## src/rtl/usb_pkg.sv

```systemverilog
// Shared types for the USB transaction engine: PID codes, packet kind, result code and FSM states.
package usb_pkg;

    localparam logic [3:0] PID_OUT   = 4'b0001;
    localparam logic [3:0] PID_IN    = 4'b1001;
    localparam logic [3:0] PID_DATA0 = 4'b0011;
    localparam logic [3:0] PID_DATA1 = 4'b1011;
    localparam logic [3:0] PID_ACK   = 4'b0010;
    localparam logic [3:0] PID_NAK   = 4'b1010;
    localparam logic [3:0] PID_STALL = 4'b1110;

    typedef enum logic [1:0] {
        KIND_TOKEN = 2'd0,
        KIND_DATA  = 2'd1,
        KIND_HS    = 2'd2
    } tx_kind_t;

    typedef enum logic [1:0] {
        RES_OK        = 2'd0,
        RES_NAK_LIMIT = 2'd1,
        RES_STALL     = 2'd2,
        RES_ERR_LIMIT = 2'd3
    } result_t;

    typedef enum logic [2:0] {
        ST_IDLE,
        ST_TOKEN,
        ST_DATA_TX,
        ST_WAIT_HS,
        ST_WAIT_DATA,
        ST_SEND_ACK,
        ST_FINISH
    } state_t;

    function automatic logic [3:0] data_pid(input logic tog);
        return tog ? PID_DATA1 : PID_DATA0;
    endfunction

endpackage

```

## src/rtl/usb_timer.sv

```systemverilog
// Response timer: counts while en, cleared by clr; expired is combinational on the count reaching CYCLES-1.
// No backpressure; the count saturates at CYCLES-1 and never wraps.
module usb_timer #(
    parameter int CYCLES = 255
) (
    input  logic clk,
    input  logic rst_b,
    input  logic clr,
    input  logic en,
    output logic expired
);
    localparam int W = $clog2(CYCLES + 1);

    logic [W-1:0] r_cnt;

    always_ff @(posedge clk or negedge rst_b) begin
        if (!rst_b) begin
            r_cnt <= '0;
        end else if (clr) begin
            r_cnt <= '0;
        end else if (en && !expired) begin
            r_cnt <= r_cnt + W'(1);
        end
    end

    assign expired = en && (r_cnt == W'(CYCLES - 1));

endmodule

```

## src/rtl/usb_xact_engine.sv

```systemverilog
// Host-side USB transaction sequencer: token, data phase, handshake, with retries and per-endpoint DATA0/1 toggles.
// Each packet is held on tx_* until tx_ready; one-cycle done/result pulse after the final response or retry limit.
module usb_xact_engine
    import usb_pkg::*;
#(
    parameter int TIMEOUT_CYCLES = 255,
    parameter int MAX_RETRIES    = 8,
    parameter int DATA_BYTES     = 8,
    parameter int NUM_EP         = 16
) (
    input  logic                        clk,
    input  logic                        rst_b,
    input  logic                        start,
    input  logic                        dir_in,
    input  logic [6:0]                  addr,
    input  logic [$clog2(NUM_EP)-1:0]   endp,
    input  logic [DATA_BYTES*8-1:0]     wdata,
    input  logic                        clr_toggle,
    output logic                        busy,
    output logic                        done,
    output logic [1:0]                  result,
    output logic [DATA_BYTES*8-1:0]     rdata,
    output logic                        rdata_valid,
    output logic                        tx_valid,
    input  logic                        tx_ready,
    output logic [1:0]                  tx_kind,
    output logic [3:0]                  tx_pid,
    output logic [6:0]                  tx_addr,
    output logic [3:0]                  tx_endp,
    output logic [DATA_BYTES*8-1:0]     tx_data,
    input  logic                        rx_valid,
    input  logic [3:0]                  rx_pid,
    input  logic [DATA_BYTES*8-1:0]     rx_data,
    input  logic                        rx_err
);
    localparam int DW    = DATA_BYTES * 8;
    localparam int EP_W  = $clog2(NUM_EP);
    localparam int RTY_W = $clog2(MAX_RETRIES + 1);

    state_t            r_state;
    state_t            w_next;
    logic              r_dir_in;
    logic [6:0]        r_addr;
    logic [EP_W-1:0]   r_endp;
    logic [DW-1:0]     r_wdata;
    logic [DW-1:0]     r_rdata;
    logic [NUM_EP-1:0] r_toggle;
    logic [RTY_W-1:0]  r_retry;
    result_t           r_result;
    logic              r_deliver;

    logic     w_in_wait;
    logic     w_expired;
    logic     w_cur_tog;
    logic     w_fail;
    logic     w_nak;
    logic     w_flip;
    logic     w_capture;
    logic     w_retry_inc;
    logic     w_set_res;
    result_t  w_res;
    tx_kind_t w_kind;

    assign w_in_wait = (r_state == ST_WAIT_HS) || (r_state == ST_WAIT_DATA);
    assign w_cur_tog = r_toggle[r_endp];

    // Held clear outside the wait states, so every WAIT entry starts from zero.
    usb_timer #(.CYCLES(TIMEOUT_CYCLES)) u_timer (
        .clk     (clk),
        .rst_b   (rst_b),
        .clr     (!w_in_wait),
        .en      (w_in_wait),
        .expired (w_expired)
    );

    always_comb begin
        w_next      = r_state;
        w_fail      = 1'b0;
        w_nak       = 1'b0;
        w_flip      = 1'b0;
        w_capture   = 1'b0;
        w_retry_inc = 1'b0;
        w_set_res   = 1'b0;
        w_res       = RES_OK;
        tx_valid    = 1'b0;
        w_kind      = KIND_TOKEN;
        tx_pid      = PID_OUT;
        case (r_state)
            ST_IDLE: begin
                if (start) w_next = ST_TOKEN;
            end
            ST_TOKEN: begin
                tx_valid = 1'b1;
                tx_pid   = r_dir_in ? PID_IN : PID_OUT;
                if (tx_ready) w_next = r_dir_in ? ST_WAIT_DATA : ST_DATA_TX;
            end
            ST_DATA_TX: begin
                tx_valid = 1'b1;
                w_kind   = KIND_DATA;
                tx_pid   = data_pid(w_cur_tog);
                if (tx_ready) w_next = ST_WAIT_HS;
            end
            ST_WAIT_HS: begin
                if (rx_valid) begin
                    if (rx_err) begin
                        w_fail = 1'b1;
                    end else begin
                        case (rx_pid)
                            PID_ACK: begin
                                w_flip    = 1'b1;
                                w_set_res = 1'b1;
                                w_res     = RES_OK;
                                w_next    = ST_FINISH;
                            end
                            PID_NAK:   w_nak = 1'b1;
                            PID_STALL: begin
                                w_set_res = 1'b1;
                                w_res     = RES_STALL;
                                w_next    = ST_FINISH;
                            end
                            default:   w_fail = 1'b1;
                        endcase
                    end
                end else if (w_expired) begin
                    w_fail = 1'b1;
                end
            end
            ST_WAIT_DATA: begin
                if (rx_valid) begin
                    if (rx_err) begin
                        w_fail = 1'b1;
                    end else begin
                        case (rx_pid)
                            PID_NAK:   w_nak = 1'b1;
                            PID_STALL: begin
                                w_set_res = 1'b1;
                                w_res     = RES_STALL;
                                w_next    = ST_FINISH;
                            end
                            PID_DATA0, PID_DATA1: begin
                                // A toggle mismatch is a retransmission we already hold: ACK it, keep old data.
                                if (rx_pid == data_pid(w_cur_tog)) begin
                                    w_capture = 1'b1;
                                    w_flip    = 1'b1;
                                end
                                w_next = ST_SEND_ACK;
                            end
                            default:   w_fail = 1'b1;
                        endcase
                    end
                end else if (w_expired) begin
                    w_fail = 1'b1;
                end
            end
            ST_SEND_ACK: begin
                tx_valid = 1'b1;
                w_kind   = KIND_HS;
                tx_pid   = PID_ACK;
                if (tx_ready) begin
                    w_set_res = 1'b1;
                    w_res     = RES_OK;
                    w_next    = ST_FINISH;
                end
            end
            ST_FINISH: w_next = ST_IDLE;
            default:   w_next = ST_IDLE;
        endcase

        if (w_fail || w_nak) begin
            if (r_retry < RTY_W'(MAX_RETRIES)) begin
                w_retry_inc = 1'b1;
                w_next      = ST_TOKEN;
            end else begin
                w_set_res = 1'b1;
                w_res     = w_nak ? RES_NAK_LIMIT : RES_ERR_LIMIT;
                w_next    = ST_FINISH;
            end
        end
    end

    always_ff @(posedge clk or negedge rst_b) begin
        if (!rst_b) begin
            r_state <= ST_IDLE;
        end else begin
            r_state <= w_next;
        end
    end

    always_ff @(posedge clk or negedge rst_b) begin
        if (!rst_b) begin
            r_dir_in  <= 1'b0;
            r_addr    <= '0;
            r_endp    <= '0;
            r_wdata   <= '0;
            r_rdata   <= '0;
            r_toggle  <= '0;
            r_retry   <= '0;
            r_result  <= RES_OK;
            r_deliver <= 1'b0;
        end else begin
            if (r_state == ST_IDLE && start) begin
                r_dir_in  <= dir_in;
                r_addr    <= addr;
                r_endp    <= endp;
                r_wdata   <= wdata;
                r_retry   <= '0;
                r_deliver <= 1'b0;
            end
            if (w_retry_inc) r_retry <= r_retry + RTY_W'(1);
            if (w_set_res)   r_result <= w_res;
            if (w_capture) begin
                r_rdata   <= rx_data;
                r_deliver <= 1'b1;
            end
            if (r_state == ST_IDLE && clr_toggle) begin
                r_toggle <= '0;
            end else if (w_flip) begin
                r_toggle[r_endp] <= ~r_toggle[r_endp];
            end
        end
    end

    assign busy        = (r_state != ST_IDLE) && (r_state != ST_FINISH);
    assign done        = (r_state == ST_FINISH);
    assign result      = r_result;
    assign rdata       = r_rdata;
    assign rdata_valid = done && r_deliver;
    assign tx_kind     = w_kind;
    assign tx_addr     = r_addr;
    assign tx_endp     = 4'(r_endp);
    assign tx_data     = r_wdata;

endmodule
```

## config.mk

```make
export PLATFORM = sky130hd
export DESIGN_NAME = usb_xact_engine
export DESIGN_NICKNAME = d
export VERILOG_FILES = /design/src/rtl/usb_pkg.sv /design/src/rtl/usb_timer.sv /design/src/rtl/usb_xact_engine.sv
export SDC_FILE = /design/constraint.sdc
export NUM_CORES = 1
export LEC_CHECK = 0
export ABC_AREA = 1
export ABC_CLOCK_PERIOD_IN_PS = 2000
export BUFFER_PORTS_ARGS = -buffer_cell sky130_fd_sc_hd__buf_2
export CAP_MARGIN = 20
export CORE_MARGIN = 1
export CORE_UTILIZATION = 47
export DETAILED_ROUTE_END_ITERATION = 8
export PLACE_DENSITY_LB_ADDON = 0.12
export SLEW_MARGIN = 0
export SYNTH_ARGS = -nofsm -noshare
export SYNTH_HDL_FRONTEND = slang
export SYNTH_HIERARCHICAL = 1
export SYNTH_SLANG_ARGS = --single-unit
```

## constraint.sdc

```tcl
create_clock -name clk -period 2 [get_ports clk]
set_input_delay 0.2 -clock clk [delete_from_list [all_inputs] [get_ports clk]]
set_output_delay 0.2 -clock clk [all_outputs]
set_load 0.02 [all_outputs]
```

Word-level counts from Yosys, hierarchy flattened
Cells that the tools add are included.

Memories kept: 0. Bits in latches: 0. RAM bits: 0. Memory bits (read-only): 0. Bits of input ports: 151. Flip-flop bits (word level): 174. Output and inout bits: 151.

Add/subtract/negate cells: 2. Equal/unequal tests: 25. Divide/modulo/power cells: 0. Shift-type cells: 0. Order comparisons: 3. Reduce and logical (&&, ||, !) cells: 22. Muxes and demuxes: 72. Bitwise operators: 1. Multiply operators: 0.

Operator list (number): $mux W3 (12); $mux W1 (35); $mux W16 (2); $pmux W3 S6 (1); $bwmux W16 (1); $mux W4 (4); $mux W8 (2); $ne A3 B2 Y1 const B (5); $ne A3 B3 Y1 const B (5); $mux W2 (7); $eq A4 B4 Y1 const B (3); $pmux W4 S3 (1); $reduce_and A10 Y1 (1); $eq A3 B3 Y1 const B (3); $add A8 B1 Y8 const B (1); $eq A4 B2 Y1 const B (2); $eq A8 B8 Y1 const B (1); $logic_and A1 B1 Y1 (7); $eq A3 B2 Y1 const B (2); $pmux W3 S2 (1); $reduce_bool A2 Y1 (3); $reduce_or A2 Y1 (3); $reduce_or A3 Y1 (2); $lt A4 B5 Y1 const B (1); other kinds (18) (20).

Depth between registers and ports, before layout
Gate-level depths: netlist (run 1).

Word-level depth: 11. Gate-level depth with buffers: 15.

Hierarchy
The synthesis (run 1) kept the hierarchy.

Modules (own cells, without submodules): usb_xact_engine (times used 1, sequential area each 4154.0 µm², area each 7469.7 µm², cells an instance 902); usb_timer (times used 1, sequential area each 200.2 µm², area each 534.3 µm², cells an instance 72).

Least setup slack after synthesis (run 1)
Ideal clock, no wire load.

Path type: flip-flop to flip-flop. Start point: reg r_state[0]. End point: reg r_retry[2]. Data arrival time: 1.738 ns. Slack: 0.198 ns. Required time: 1.935 ns. Buffers on the path: 1. Cell stages (with the launch flop): 14. Cell sequence: dfrtp_1 > buf_2 > nor2_4 > nand2_1 > nand2_1 > inv_1 > nor2_1 > o21ai_0 > a21o_1 > nand2_2 > nand2_2 > inv_1 > nand2_1 > nand2_1.

Longest elaborated chain between the ends: 9.

RTL lines: start: declaration (RTL line usb_xact_engine.sv:40) `state_t r_state;`; start signal: assignment (RTL line usb_xact_engine.sv:185) `r_state <= w_next;`; $eq A3 B2 Y1 / $eq A3 B3 Y1 (equally long branches) (RTL line usb_xact_engine.sv:64) `assign w_in_wait = (r_state == ST_WAIT_HS) || (r_state == ST_WAIT_DATA);`; $logic_or A1 B1 Y1 (*) (RTL line usb_xact_engine.sv:64); net w_in_wait (RTL line usb_xact_engine.sv:52) `logic w_in_wait;`; $logic_and A1 B1 Y1 (*) (RTL line usb_timer.sv:26) `assign expired = en && (r_cnt == W'(CYCLES - 1));`; net w_expired (RTL line usb_xact_engine.sv:53) `logic w_expired;`; $mux W1 (*) (RTL line usb_xact_engine.sv:124, usb_xact_engine.sv:151); $mux W1, on equally long branches (RTL line usb_xact_engine.sv:129, usb_xact_engine.sv:104); $pmux W1 S2 (*) (RTL line usb_xact_engine.sv:88) `case (r_state)`; $logic_or A1 B1 Y1 (*) (RTL line usb_xact_engine.sv:169) `if (w_fail || w_nak) begin`; $mux W1 (*) (RTL line usb_xact_engine.sv:169); $mux W4 / $reduce_bool A2 Y1 (equally long branches); end signal: assignment (RTL line usb_xact_engine.sv:209) `if (w_retry_inc) r_retry <= r_retry + RTY_W'(1);`; end: declaration (RTL line usb_xact_engine.sv:48) `logic [RTY_W-1:0] r_retry;`.

The timed path passes the listed nets; every way through them passes the cells marked *. A chain may end at the register's enable or synchronous reset.

Final worst setup path (run 1)
Start point: reg r_endp[0], in the netlist tx_endp[0]. End point: out tx_pid[3].

Longest elaborated chain between the ends: 4.

RTL lines: start: declaration (RTL line usb_xact_engine.sv:44) `logic [EP_W-1:0] r_endp;`; start signal: assignment (RTL line usb_xact_engine.sv:204) `r_endp <= endp;`; $bmux W1 S4 (RTL line usb_xact_engine.sv:65) `assign w_cur_tog = r_toggle[r_endp];`; $mux W1 (not written as such) (RTL line usb_xact_engine.sv:65); $mux W4 (RTL line usb_pkg.sv:36) `return tog ? PID_DATA1 : PID_DATA0;`; $pmux W4 S3 (RTL line usb_xact_engine.sv:88); end: declaration (RTL line usb_xact_engine.sv:27) `output logic [3:0] tx_pid,`.

Every way passes these cells. The select of a mux whose other input is x is not followed.

==> flow_summary.toml, run 1 <==
[die]
die_x_um = 132
dieArea_mm2 = 0.0176
initial_core_util_pct = 48.3
ios = 302
core_area_mm2 = 0.0166
dieHeight_um = 132
rows = 47

[route]
wl_per_cell_um = 13.9
detail_route.drc_violations = 0
drt_iter0_drc = 377
drtPass1Iterations = 5
ant_nets = 0
wirelength_um = 22400
num_vias = 7630
viasPerCell = 4.74

[yosys]
netlist.area_leader.share_pct = 54.4
synthMostInstantiatedCell = "nand2_1"
synth_area_leader_cell = "dfrtp_1"
synthFlopType = "dfrtp_1"
synth_edf_count = 0
synth_fp_nets = 1128
synth_common_cells = "460 x nand2_1, 174 x dfrtp_1, 100 x inv_1"
async_reset_ff_share_pct = 100
synthTopCellsByArea = "dfrtp_1 54%, nand2_1 22%, o21ai_2 5.9%"
syn_area_per_cell_um2 = 8.22
syn_inst = 974
ys_warn_count = 6
yosysUniqueCellTypes = 32
syn-cell-area_mm2 = 0.00800
ys_ff_latch = 174
seq_area_frac_synth_pct = 54.4

[placed_design]
io_buffers = 300
hpwl_um = 15200
gp_congestion = 0.895
dpl.cell_count = 1487

[setup_path]
critPathLaunchType = "flop"
crit_family = "simple AND/OR/NAND/NOR gates"
cp-end-kind = "output port"
cpMaxStageDelayCell = "dfrtp_2"
worst_path_most_repeated_cell = "nand2_1"
crit_fanout = 5
crit_required_ps = 1800
critical_path.cell_chain = "buf_6, nand2_1, nand2_1, nand2_1, nand2_1, nand2_1, nand2_2, nor2_4, o21ai_2, buf_6"
rrSetupSlack_ps = 110
cp.arrival_ps = 1760
worstSetupPathType = "reg -> out"
cpPeakStageDelay_ps = 450
critPathBufInv = 2

[cts]
cts-root-buf = "clkbuf_16"
htree_levels = 4
cts_tree = "done"
numClockSinks = 174
cts_buffers = 17
clock_path_buffers = 2
worstSkewPairLatency_ps = 420
cts.clk_slew.worst_paths_ps = 70

[sta]
hold_viol = 0
finalCriticalPeriod_ps = 1960
finalSetupTns_ps = 0
timing.final.setup_violations = 0
rsz0062_at_grt = "true"
slew_viol_final = 0
clock.fmax_ghz = 0.509
post-route-period-util_pct = 98.2
skew_ps = 9.80

[power]
irDropWorstVdd_mv = 0.868
p_leak_nw = 6.68
power_density_mw_per_mm2 = 1330

[grt]
grt_max_degree = 83
grt_pass1_wl_um = 35900
grt_overflow = 0
track_usage_pct = 25.9
grt_pass1_vias = 7433
antenna_found_initial = 2

[layout]
fin_cells = 1611
drive_above_1_share_pct = 32.5
layout.area.seq_mm2 = 0.00436
multiInputGateArea_mm2 = 0.00303
fin_nets = 1530
area_growth_pct = 43.5
fillers = 1320

[run_status]
run_status = "complete, no violations"

[min_path]
hp-class = "in -> reg"

[flow_run]
max_cap_viol_count = 0
flip-flops by register name, summed over array words and instances (netlist names):
name / cells
r_deliver: 1
result: 2
r_toggle: 16
tx_addr: 7
rdata: 64
u_timer/r_cnt: 8
r_retry: 4
tx_data: 64
r_dir_in: 1
r_state: 3
tx_endp: 4
metal layers:
layer	part of all wire (%)	vias to the layer above	global-route usage (%)
met1	40	3559	30.5
met5	0	-	0
met4	2.2	0	9.90
li1	-	3775	-
met2	51	259	44.8
met3	6.7	37	7.51
where the power goes:
| part | switching [W] | leakage, nW | total (W) | internal, W |
|---|---|---|---|---|
| registers | 0.000720 | 2.29 | 0.00539 | 0.00467 |
| clock network | 0.00145 | 0.300 | 0.00357 | 0.00212 |
| logic | 0.00417 | 4.09 | 0.00637 | 0.00220 |
| total | 0.00633 | 6.68 | 0.0153 | 0.00899 |
worst register-to-register path: stages, from the launching register on:
cell	delay [ps]
dfrtp_2	450
buf_6	150
nand2_1	50
nand2_1	50
nand2_1	50
nand2_1	50
nand2_1	60
nand2_2	90
o21ai_2	180
nand3_4	150
buf_4	190
clkbuf_16	180
nand2_1	80
o21ai_2	50
metrics by stage:
| stage | cell area [um2] | hold WS (ps) | worst slack [ps] | utilization, % | power, W |
|---|---|---|---|---|---|
| 4_1_cts | 11400 | 0.364 | 6.08 | 68.6 | 0.0153 |
| 3_3_place_gp | 9880 | 148 | 113 | 59.6 | 0.0114 |
| 6_report | 11500 | 20.3 | 36.5 | 69.3 | 0.0153 |
| 2_1_floorplan | 8000 | -95.6 | 198 | - | 0.00921 |
| 3_5_place_dp | 9880 | 149 | 91.4 | 59.6 | 0.0115 |
| 5_1_grt | 11500 | 3.69 | -58.9 | 69.3 | 0.0163 |
cells in the final DEF, fill, tap and decap left out, types with 4 or more instances in the layout:
| master | Yosys | layout |
|---|---|---|
| nor2_1 | 37 | 37 |
| o21ai_2 | 54 | 56 |
| nor2_4 | 2 | 4 |
| buf_2 | 4 | 298 |
| nand2_1 | 460 | 456 |
| buf_6 | 15 | 4 |
| nand4_1 | 6 | 6 |
| nand2_2 | 7 | 10 |
| o21ai_0 | 20 | 18 |
| nand3_1 | 39 | 38 |
| clkbuf_16 | 0 | 18 |
| nand2_4 | 3 | 4 |
| bufinv_16 | 0 | 4 |
| dfrtp_1 | 174 | 172 |
| buf_12 | 0 | 10 |
| dlygate4sd3_1 | 0 | 85 |
| xor2_1 | 4 | 4 |
| a21oi_1 | 5 | 5 |
| inv_6 | 0 | 5 |
| nor3_1 | 6 | 4 |
| inv_1 | 100 | 99 |
| buf_4 | 2 | 24 |
logic make-up after synthesis:
| logic type | after synthesis | share of synthesized area (%) |
|---|---|---|
| buffers and inverters | 142 | 8.43 |
| xor gates and xnor gates | 4 | 0.438 |
| and+or+nand+nor | 565 | 28.3 |
| adders and majority gates | 3 | 0.469 |
| AOI/OAI and AO/OA | 85 | 7.93 |
| other | 1 | 0.0469 |
| DFF | 174 | 54.4 |
final cells by class:
cell class                      count  share of cell area [%]
Sequential cell                   174                    37.9
Multi-Input combinational cell    658                    26.4
Timing Repair Buffer              422                    24.3
Clock buffer                       18                    3.74
Inverter                          103                    3.45
Tap cell                          220                    2.40
Clock inverter                     14                    1.76
Antenna cell                        2                  0.0436
final timing paths:
check	from	to	depth (start not counted)
worst max-delay path	tx_endp[0]	tx_pid[3]	10
min in group asynchronous	rst_b	r_state[0]	2
worst max register to register	tx_endp[0]	rdata[1]	13
max in group asynchronous	rst_b	tx_data[1]	3
worst min register to register	tx_data[46]	tx_data[46]	2
worst min-delay path	rx_data[54]	rdata[54]	3
timing repair:
action | CTS | global route
hold buffers | 84 | 1
pin swaps | 2 | 3
endpoints found under the setup margin | 3 | 54
gates resized for setup | 8 | 15
endpoints found under the hold margin | 118 | 1
buffers inserted | 0 | 4
gates cloned | 1 | 1
Note: power is estimated with default switching activity, not from simulation.
==> inputs of run 2 (changes only) <==
--- a/config.mk
+++ b/config.mk
@@ -9,10 +9,12 @@
 export ABC_CLOCK_PERIOD_IN_PS = 2000
 export BUFFER_PORTS_ARGS = -buffer_cell sky130_fd_sc_hd__buf_2
 export CAP_MARGIN = 20
+export CELL_PAD_IN_SITES_DETAIL_PLACEMENT = 0
+export CELL_PAD_IN_SITES_GLOBAL_PLACEMENT = 1
 export CORE_MARGIN = 1
-export CORE_UTILIZATION = 47
+export CORE_UTILIZATION = 35
 export DETAILED_ROUTE_END_ITERATION = 8
-export PLACE_DENSITY_LB_ADDON = 0.12
+export PLACE_DENSITY = 0.88
 export SLEW_MARGIN = 0
 export SYNTH_ARGS = -nofsm -noshare
 export SYNTH_HDL_FRONTEND = slang
==> run 2 against run 1 <==
Net effect: combinational power rose by 4.1%; global-route usage down 5.9 points; first-iteration DRC count is 22% higher; die area is 34% higher; critical path type is now reg -> reg; highest routed layer unchanged.
==> flow_summary.toml, run 2 (same netlist as run 1, synthesis figures left out) <==
[layout]
fin_nets = 1552
final_cell_mix = "451 x nand2_1, 297 x buf_2, 171 x dfrtp_1"
layout_commonest_cell = "nand2_1"
area_growth_pct = 46.9
drive_above_1_share_pct = 32.8
antennaDiodeCount = 0
fillers = 1999
fin_area_mm2 = 0.0118

[sta]
finalCriticalPeriod_ps = 1990
skew_ps = 25.0
finalSetupTns_ps = 0
slew_viol_final = 0
hold_viol = 0
clock.fmax_ghz = 0.503
worstMarginPinSlew_ps = 529
max_slew_margin_pct = 64.7
final.setup.worst_slack_ps = 12.2
post-route-period-util_pct = 99.4
rsz0062_at_grt = "true"
timing.final.setup_violations = 0

[min_path]
hp-class = "in -> reg"

[grt]
grt_pass1_vias = 7562
antenna_found_initial = 0
grt_overflow = 0
track_usage_pct = 20.0
grt_pass1_wl_um = 37600
grt_max_degree = 76

[setup_path]
critPathLaunchType = "flop"
cp.arrival_ps = 2350
crit_fanout = 16
crit_required_ps = 2360
worstSetupPathType = "reg -> reg"
cp-end-kind = "flop"

[placed_design]
hpwl_um = 15800
io_buffers = 300
gp_congestion = 0.825
placed_area_mm2 = 0.0100
dp_slack_ps = 32.7

[die]
rows = 54
initial_core_util_pct = 36.2
dieHeight_um = 153
ios = 302
die_x_um = 153
core_area_mm2 = 0.0221
dieArea_mm2 = 0.0235

[cts]
clock_path_buffers = 2
cts-root-buf = "clkbuf_16"
cts_buffers = 17
cts.clk_slew.worst_paths_ps = 70
numClockSinks = 174
htree_levels = 4
cts_tree = "done"
worstSkewPairLatency_ps = 440

[route]
ant_nets = 0
viasPerCell = 4.51
wl_per_cell_um = 14.0
detail_route.drc_violations = 0
drtPass1Iterations = 6
wirelength_um = 23600
drt_iter0_drc = 459
num_vias = 7623

[power]
irDropWorstVdd_mv = 0.736
power_density_mw_per_mm2 = 1290
p_leak_nw = 6.75
power_w = 0.0152

[run_status]
run_status = "complete, no violations"

[flow_run]
max_cap_viol_count = 0
==> run 2: final cells by class <==
type                            instances  area [um2]  share of cell area, %
Inverter                              103         397                   3.37
Clock buffer                           19         433                   3.68
Sequential cell                       174        4360                   37.1
Multi-Input combinational cell        659        3070                   26.1
Tap cell                              280         350                   2.98
Timing Repair Buffer                  443        3030                   25.8
Clock inverter                         13         128                   1.09
==> run 2: worst paths after layout <==
check	start	endpoint	cells past startpoint	slack, ps
max in group asynchronous	rst_b	u_timer/r_cnt[1]	3	1080
worst max register to register	tx_endp[0]	r_toggle[10]	13	10
worst max-delay path	tx_endp[0]	r_toggle[10]	13	10
worst min register to register	result[0]	result[0]	2	470
min in group asynchronous	rst_b	tx_data[2]	2	270
worst min-delay path	wdata[33]	tx_data[33]	3	10
==> run 2: worst max-delay path: stages (launching register included) <==
cell       delay (ps)
dfrtp_2           450
buf_6             150
nand2_1            60
nand2_1            50
nand2_1            50
nand2_1            60
nand2_2            80
nand2_4            70
o21ai_4           230
nand3_4           200
nand2_4           180
clkbuf_16         190
nand3_1            90
nand2_1            80
==> run 2: metal layers <==
layer	GRT usage, %	wire (um)
met1	24.3	9990
met2	33.9	11700
met3	4.20	1200
met4	9.33	738
met5	0	0
==> run 2: per-stage QoR <==
stage	utilization [%]	cells	hold WS (ps)
2_1_floorplan	-	974	-95.6
3_3_place_gp	45.3	1553	195
3_5_place_dp	45.3	1553	202
4_1_cts	52.3	1682	1.59
5_1_grt	53.2	1691	1.01
6_report	53.2	1691	11.6
==> run 2: timing repair <==
| item | CTS | global route |
|---|---|---|
| cloned | 0 | 4 |
| buffers inserted | 1 | 1 |
| resized for setup | 7 | 24 |
| hold endpoints to repair | 139 | 4 |
| hold buffers | 96 | 4 |
| pin swaps | 1 | 7 |
| endpoints found under the setup margin | 1 | 90 |
==> run 2: report_power, final <==
group | internal [W] | switching, W | total [W]
Clock | 0.00165 | 0.00156 | 0.00321
Sequential | 0.00467 | 0.000702 | 0.00537
Combinational | 0.00237 | 0.00426 | 0.00663
==> inputs of run 3 (changes only) <==
--- a/config.mk
+++ b/config.mk
@@ -5,14 +5,13 @@
 export SDC_FILE = /design/constraint.sdc
 export NUM_CORES = 1
 export LEC_CHECK = 0
-export ABC_AREA = 1
 export ABC_CLOCK_PERIOD_IN_PS = 2000
 export BUFFER_PORTS_ARGS = -buffer_cell sky130_fd_sc_hd__buf_2
 export CAP_MARGIN = 20
 export CELL_PAD_IN_SITES_DETAIL_PLACEMENT = 0
 export CELL_PAD_IN_SITES_GLOBAL_PLACEMENT = 1
 export CORE_MARGIN = 1
-export CORE_UTILIZATION = 35
+export CORE_UTILIZATION = 37
 export DETAILED_ROUTE_END_ITERATION = 8
 export PLACE_DENSITY = 0.88
 export SLEW_MARGIN = 0
==> run 3 against run 2 <==
Net effect: the flow now finishes with violations (negative setup slack); design area rose by 5.1%; sequential share of layout area decreased by 1.8 points; die area is 5.5% lower; critical endpoint is now rdata[21]; register-to-register slack worse by 630 ps; via count shrank 4.5%; total power fell by 7.2%; maximum frequency decreased by 24%; final cell count decreased by 9.8%; sequential power decreased by 6.9%; critical path depth down 7.
==> flow_summary.toml, run 3 <==
[sta]
skew_ps = 18.1
max_slew_margin_pct = 59.4
finalCriticalPeriod_ps = 2620
rsz0062_at_grt = "true"
worstMarginPinSlew_ps = 609
hold_viol = 0
timing.final.setup_violations = 82
finalSetupTns_ps = -46880
final.setup.worst_slack_ps = -623
post-route-period-util_pct = 131
clock.fmax_ghz = 0.381
slew_viol_final = 0

[layout]
fin_nets = 1390
drive_above_1_share_pct = 41.9
fin_cells = 1526
final_core_util_pct = 58.6
area_growth_pct = 54.6
layout_commonest_cell = "buf_2"
final_cell_mix = "298 x buf_2, 266 x nand2_1, 173 x dfrtp_1"

[grt]
grt_pass1_vias = 7450
track_usage_pct = 21.7
antenna_found_initial = 3
grt_overflow = 0
grt_max_degree = 61
grt_pass1_wl_um = 37700

[route]
viasPerCell = 4.77
ant_nets = 0
drtPass1Iterations = 4
wl_per_cell_um = 15.8
wirelength_um = 24100
num_vias = 7277
drt_iter0_drc = 263
detail_route.drc_violations = 0

[cts]
worstSkewPairLatency_ps = 440
htree_levels = 4
cts.clk_slew.worst_paths_ps = 80
cts-root-buf = "clkbuf_16"
cts_buffers = 17
numClockSinks = 174
clock_path_buffers = 2
cts_tree = "done"

[placed_design]
dp_slack_ps = -657
dpl.cell_count = 1353
io_buffers = 300
hpwl_um = 15700
gp_congestion = 0.828

[yosys]
syn-cell-area_mm2 = 0.00799
synth_edf_count = 0
syn_area_per_cell_um2 = 10.8
async_reset_ff_share_pct = 100
synth_common_cells = "269 x nand2_1, 174 x dfrtp_1, 62 x mux2_4"
synthMostInstantiatedCell = "nand2_1"
synthFlopType = "dfrtp_1"
syn_inst = 743
ys_warn_count = 6
yosysUniqueCellTypes = 63
ys_ff_latch = 174
seq_area_frac_synth_pct = 54.5
synthTopCellsByArea = "dfrtp_1 54%, nand2_1 13%, mux2_4 12%"
netlist.area_leader.share_pct = 54.5
synth_area_leader_cell = "dfrtp_1"
synth_fp_nets = 897

[setup_path]
reg2reg_depth = 6
r2r-start = "tx_endp[0]"
cp-end-kind = "flop"
crit_end = "rdata[21]"
rrSetupSlack_ps = -620
reg2reg_to = "rdata[21]"
critPathLaunchType = "flop"
crit_required_ps = 2320
crit_fanout = 16
worstSetupPathType = "reg -> reg"
cp.arrival_ps = 2940
crit_start = "tx_endp[0]"

[power]
power_density_mw_per_mm2 = 1140
p_leak_nw = 6.59
irDropWorstVdd_mv = 0.732

[die]
die_x_um = 149
dieArea_mm2 = 0.0222
initial_core_util_pct = 37.9
ios = 302
rows = 53
dieHeight_um = 149
core_area_mm2 = 0.0211

[run_status]
violations = "negative setup slack"
run_status = "finished, violations left"

[flow_run]
max_cap_viol_count = 0

[min_path]
hp-class = "in -> reg"
run 3: metrics by stage:
stage                     instance area, um2  power (W)  hold WS (ps)
after global routing                   12400     0.0151          1.85
after CTS                              12200     0.0141         0.120
final                                  12400     0.0141          22.2
after global placement                 10200     0.0103           234
after floorplan                         8020    0.00837         -95.6
after detailed placement               10200     0.0105           241
run 3: cells by family (layout without fill, tap and decap cells):
kind of cell	Yosys count	after routing	synth area share (%)
other cells	1	3	0.0469
fa+ha+maj	3	3	0.470
simple gates	358	359	20.0
compound gates	78	78	6.42
flops	174	174	54.5
mux	77	77	14.3
buf+inv	52	557	4.32
run 3: worst min-delay path by stage:
stage	slack, ps	to	from	depth (start not counted)
6_report	20	rdata[22]	rx_data[22]	2
5_1_grt	2	rdata[22]	rx_data[22]	2
4_1_cts	0.1	rdata[51]	rx_data[51]	2
3_5_place_dp	240	rdata[30]	rst_b	1
3_3_place_gp	230	rdata[29]	rst_b	1
2_1_floorplan	-100	r_deliver	rst_b	0
run 3: timing repair:
action                                  CTS  global route
gates cloned                              1             1
hold buffers                            129             3
endpoints found under the setup margin   85            91
hold endpoints to repair                180             3
pin swaps                                 9             4
gates resized for setup                  22            16
setup buffers                             4             1
run 3: metal layers:
metal / GRT usage, % / vias up / wire, um
met3: 5.29 / 42 / 1420
met2: 37.5 / 268 / 11900
met1: 26.2 / 3466 / 10100
li1: - / 3499 / -
met4: 7.55 / 2 / 620
met5: 0 / - / 13
run 3: area by class of cell:
| class | count | area [um2] |
|---|---|---|
| antenna | 2 | 5.00 |
| clock buffer | 17 | 425 |
| clock inverter | 15 | 161 |
| fill | 1764 | 8730 |
| inverter | 7 | 26.3 |
| multi-input combinational | 518 | 3420 |
| sequential | 174 | 4360 |
| tap | 275 | 344 |
| timing repair buffer | 518 | 3610 |
run 3: report_power, final:
group          switching [W]  leakage, nW  internal, W
combinational        0.00342         4.08      0.00240
clock                0.00161        0.286      0.00168
sequential          0.000566         2.23      0.00443
run 3: critical path, stage by stage, from the launching register on:
cell and delay (ps):
dfrtp_2 460, mux4_2 530, mux2_4 300, or4b_4 540, nand4_4 160, buf_12 200
mux2_4 320
